--- config.mk ---
export PLATFORM = sky130hd
export DESIGN_NAME = alu_flat
export DESIGN_NICKNAME = d
export VERILOG_FILES = /design/src/rtl/alu_if.sv /design/src/rtl/alu.sv /design/src/flat_wrapper.sv
export SDC_FILE = /design/constraint.sdc
export NUM_CORES = 1
export LEC_CHECK = 0
export CORE_AREA = 2 2 180 182
export DETAILED_ROUTE_END_ITERATION = 10
export DIE_AREA = 0 0 182 184
export SLEW_MARGIN = 0
export SYNTH_ARGS = -nofsm -noshare
export SYNTH_HDL_FRONTEND = slang
export SYNTH_SLANG_ARGS = --single-unit
--- constraint.sdc ---
create_clock -name clk -period 7.3 [get_ports clk]
set_input_delay 0.73 -clock clk [delete_from_list [all_inputs] [get_ports clk]]
set_output_delay 0.73 -clock clk [all_outputs]
set_load 0.005 [all_outputs]
--- src/rtl/alu_if.sv ---
// Operand/result bundle for the multiply-accumulate block.
// The master drives operand pairs; the slave (alu) returns the running sum.
interface alu_if;
    logic [15:0] X;
    logic [15:0] B;
    logic        valid_in;
    logic [38:0] y;

    modport master (output X, output B, output valid_in, input y);
    modport slave  (input X, input B, input valid_in, output y);
endinterface

--- src/rtl/alu.sv ---
// Three-stage unsigned multiply-accumulate: operand register, 32-bit product
// register, 39-bit wrapping accumulator. y is the accumulator register itself.
module alu (
    input  logic  clk,
    input  logic  R,
    alu_if.slave  bus
);
    logic [15:0] r_x_q;
    logic [15:0] r_b_q;
    logic        r_v1;
    logic [31:0] r_p;
    logic        r_v2;
    logic [38:0] r_acc;
    logic [31:0] w_prod;

    assign w_prod = r_x_q * r_b_q;
    assign bus.y  = r_acc;

    // Operands load only on accepted edges; the product stage runs every
    // cycle and the valid bit alone decides whether it is accumulated.
    always_ff @(posedge clk or negedge R) begin
        if (!R) begin
            r_x_q <= '0;
            r_b_q <= '0;
            r_v1  <= 1'b0;
            r_p   <= '0;
            r_v2  <= 1'b0;
            r_acc <= '0;
        end else begin
            if (bus.valid_in) begin
                r_x_q <= bus.X;
                r_b_q <= bus.B;
            end
            r_v1 <= bus.valid_in;
            r_p  <= w_prod;
            r_v2 <= r_v1;
            if (r_v2)
                r_acc <= r_acc + {7'd0, r_p};
        end
    end
endmodule

--- src/flat_wrapper.sv ---
// flat-port wrapper written by rule: the top's interface ports become plain ports
module alu_flat 
  (clk, R, bus_X, bus_B, bus_valid_in, bus_y);
  alu_if bus_i ();
  input  logic clk;
  input  logic R;
  input wire logic [$bits(bus_i.X)-1:0] bus_X;
  input wire logic [$bits(bus_i.B)-1:0] bus_B;
  input wire logic [$bits(bus_i.valid_in)-1:0] bus_valid_in;
  output wire logic [$bits(bus_i.y)-1:0] bus_y;
  assign bus_i.X = bus_X;
  assign bus_i.B = bus_B;
  assign bus_i.valid_in = bus_valid_in;
  assign bus_y = bus_i.y;
  alu u_core (.clk(clk), .R(R), .bus(bus_i));
endmodule
==> summary.md <==
### Run status
* run status: complete, no violations

### Place
* dpl hpwl: 24700 um
* Routability Congestion: 0.880
* Cells after DPL: 1871
* placed standard-cell area: 14900 um2
* # port buffers: 73

### Timing
* Setup-failing EPs final: 0
* maximum clock rate: 155 MHz
* RSZ-0062 raised after global routing: false
* final critical delay including setup and external delays: 6.43 ns
* final number of max-transition violations: 0
* Worst-Margin Slew: 0.861 ns
* Setup Skew: 0.0198 ns
* Max transition margin: 42.6%
* final-report hold violation count: 0
* portion of the clock cycle consumed by the worst path in the final layout: 88.1%
* total negative slack for setup checks: 0 ns

### Critical path
* critical path buffer and inverter count: 3
* endpoint of the worst-slack reg-to-reg timing path: u_core.r_p[24]
* type of origin of the critical path: flip-flop
* Slowest Stage Delay on Critical Path: 0.83 ns
* most prevalent standard cell on the critical path: sky130_fd_sc_hd__fa_1
* data arrival time of the critical path: 6.69 ns
* chain of cells forming the critical path: nand2_1 -> fa_1 -> fa_1 -> fa_1 -> inv_1 -> fa_1 -> fa_1 -> inv_1 -> fa_1 -> inv_1 -> ha_1 -> a21o_1 -> a221o_1 -> a21o_1 -> a41oi_2 -> o21ai_2 -> a2111o_1 -> o311ai_1
* cell count of the worst reg-to-reg path: 18
* critical path's top delay family: adder cells
* CP startpoint: u_core.r_x_q[13]
* largest fanout on the critical path: 17
* slowest cell on the critical path: sky130_fd_sc_hd__dfrtp_1
* R2R Path Start: u_core.r_x_q[13]
* required arrival time at the worst endpoint: 7.56 ns
* Setup CP Type: reg2reg
* R2R setup slack: 0.87 ns
* crit end category: flip-flop

### GRT
* All-Layer GR Usage: 20.6%
* aggregate global routing overflow: 0
* number of global-route vias before repair: 10.4k
* antenna violations before repair: 0
* pin count of the biggest net entering global routing: 71
* first-pass GRT wire length: 54700 um

### Floorplan
* horizontal extent of the die: 182 um
* DIE HEIGHT: 184 um
* core footprint: 31400 um2
* overall die area: 33500 um2
* standard-cell row count: 65
* number of ports placed on the die boundary: 74
* Initial Utilization: 44.5%

### Detailed routing
* number of vias per cell: 5.24
* total vias in the final route: 9897
* number of DRC violations after detailed routing: 0
* final antenna-violating net count: 0
* wire per inst: 17.2 um
* DRC violation total after the first TritonRoute iteration: 636
* total wirelength of the detailed-routed design: 32500 um
* first-pass iteration count of the detailed router: 5

### Logic synthesis
* synthesized-area fraction occupied by ao, oa, aoi and oai cells: 9.82%
* Yosys warning count: 0
* synthesized area per cell: 9.60 um2
* flip-flop and latch count after synthesis: 105
* combinational family with the most area after synthesis: adder cells
* ys async rst share: 100%
* part of the Yosys area used for sequential elements: 18.8%
* top cells by area in the synthesized netlist: sky130_fd_sc_hd__fa_1, sky130_fd_sc_hd__dfrtp_1, sky130_fd_sc_hd__ha_1
* most instantiated flip-flop cell in the synthesis netlist: sky130_fd_sc_hd__dfrtp_1
* xor-xnor portion of the synthesized cell area: 3.26%
* Synth area leader: sky130_fd_sc_hd__fa_1
* Cell variety after synth: 75
* Synth top area share: 28.0%
* portion of netlist area occupied by mux cells: 4.46%
* number of enable-type register cells in the synthesized netlist: 0
* post-synthesis instance total: 1454
* mapped cell area: 14000 um2
* Synth Area in Simple Gates: 14.5%
* synthesized netlist net count: 1820
* Synth Area in Adders: 40.2%

### Cells and area
* area occupied by registers: 2630 um2
* number of fill cells in the layout: 3006
* number of cells in the finished layout apart from fillers: 1887
* Synth-to-Final Area Change: 8.48%
* share of layout cells above drive strength 1: 6.73%
* final antenna diode count: 0
* area taken by multi-input logic gates: 10100 um2
* layout net count: 1846
* post-route cell area: 15100 um2

### Hold path
* Hold WC Path Type: in2async

### Clocking
* Clock H-tree levels: 3
* CTS tree: done
* cts bufs inserted: 9
* cell chosen for the clock root: sky130_fd_sc_hd__clkbuf_16
* CTS clk-pin slew, worst paths: 0.09 ns
* Sinks on Clock Net: 105
* setup repair bufs after CTS: 0
* clock network latency to the later pin of the worst-skew pair: 0.38 ns
* maximum clock path buffer count: 2
* post-CTS resize count: 0
* hold bufs inserted after CTS: 0

### Run
* max-cap check violation count: 0

==> flip-flops by register name, indices dropped and copies added, names as in the netlist <==
name          cells
u_core.r_v1       1
u_core.r_v2       1
u_core.bus.y     39
u_core.r_b_q     16
u_core.r_x_q     16
u_core.r_p       32
==> kinds of logic (layout without fill, tap and decap cells) <==
kind of cell	after synthesis	count (layout)
multiplexers	55	55
AO/OA/AOI/OAI	199	199
adder cells (fa/ha/maj)	331	331
XOR/XNOR	52	52
buffers and inverters	300	331
AND/OR/NAND/NOR	412	412
flip-flops	105	105
==> final cells by class <==
type                            instances  share of cell area (%)
Inverter                              238                    5.90
Clock inverter                          6                   0.339
Multi-Input combinational cell       1049                    66.6
Timing Repair Buffer                   77                    5.01
Sequential cell                       105                    17.4
Clock buffer                           10                    1.51
Tap cell                              402                    3.32
==> stage by stage <==
step	util [%]	hold slack, ns	setup WS, ns
global placement	47.3	0.384	1.02
detailed placement	47.3	0.357	0.915
finish	48.2	0.324	0.868
global route	48.2	0.354	0.589
CTS	48.2	0.329	0.881
floorplan	-	0.331	1.37
==> cell usage after synthesis, types with 16 or more instances <==
master / number
sky130_fd_sc_hd__fa_1: 195
sky130_fd_sc_hd__nand4_1: 16
sky130_fd_sc_hd__nand3_1: 20
sky130_fd_sc_hd__mux2_2: 53
sky130_fd_sc_hd__nor2_1: 34
sky130_fd_sc_hd__clkbuf_1: 43
sky130_fd_sc_hd__inv_1: 238
sky130_fd_sc_hd__xor2_1: 19
sky130_fd_sc_hd__a21o_1: 31
sky130_fd_sc_hd__o21ai_0: 30
sky130_fd_sc_hd__ha_1: 136
sky130_fd_sc_hd__xnor2_1: 33
sky130_fd_sc_hd__dfrtp_1: 105
sky130_fd_sc_hd__and2_1: 116
sky130_fd_sc_hd__a21oi_1: 57
sky130_fd_sc_hd__nand2_1: 186
==> metal layers <==
layer	GRT usage, %	vias to the layer above	routed length (um)
met2	32.4	248	14500
met5	0	-	0
li1	-	4717	-
met3	3.37	32	1560
met1	29.9	4900	16000
met4	4.77	0	433
==> cells in the final DEF, fill, tap and decap left out, drive strengths merged, types with 5 or more instances in the layout <==
cell type	Yosys	layout
a211oi	14	14
a21o	36	36
a21oi	58	58
a31oi	5	5
and2	116	116
and3	12	12
buf	12	5
clkbuf	49	10
clkdlybuf4s50	0	72
dfrtp	105	105
fa	195	195
ha	136	136
inv	238	240
mux2	54	54
nand2	187	187
nand3	20	20
nand4	16	16
nor2	35	35
nor3	5	5
o21a	7	7
o21ai	36	36
o21bai	6	6
xnor2	33	33
xor2	19	19
==> worst max path at each step <==
stage,endpoint,slack [ns],cells past startpoint
after floorplan,u_core.r_p[24],1.37,20
after CTS,u_core.r_p[24],0.88,18
after global placement,u_core.r_p[24],1.02,20
final,u_core.r_p[24],0.87,18
after detailed placement,u_core.r_p[24],0.92,18
after global routing,u_core.r_p[24],0.59,20
Power is not shown: default switching activity piles up to over one toggle a cycle in this logic, so the estimate is an artifact.
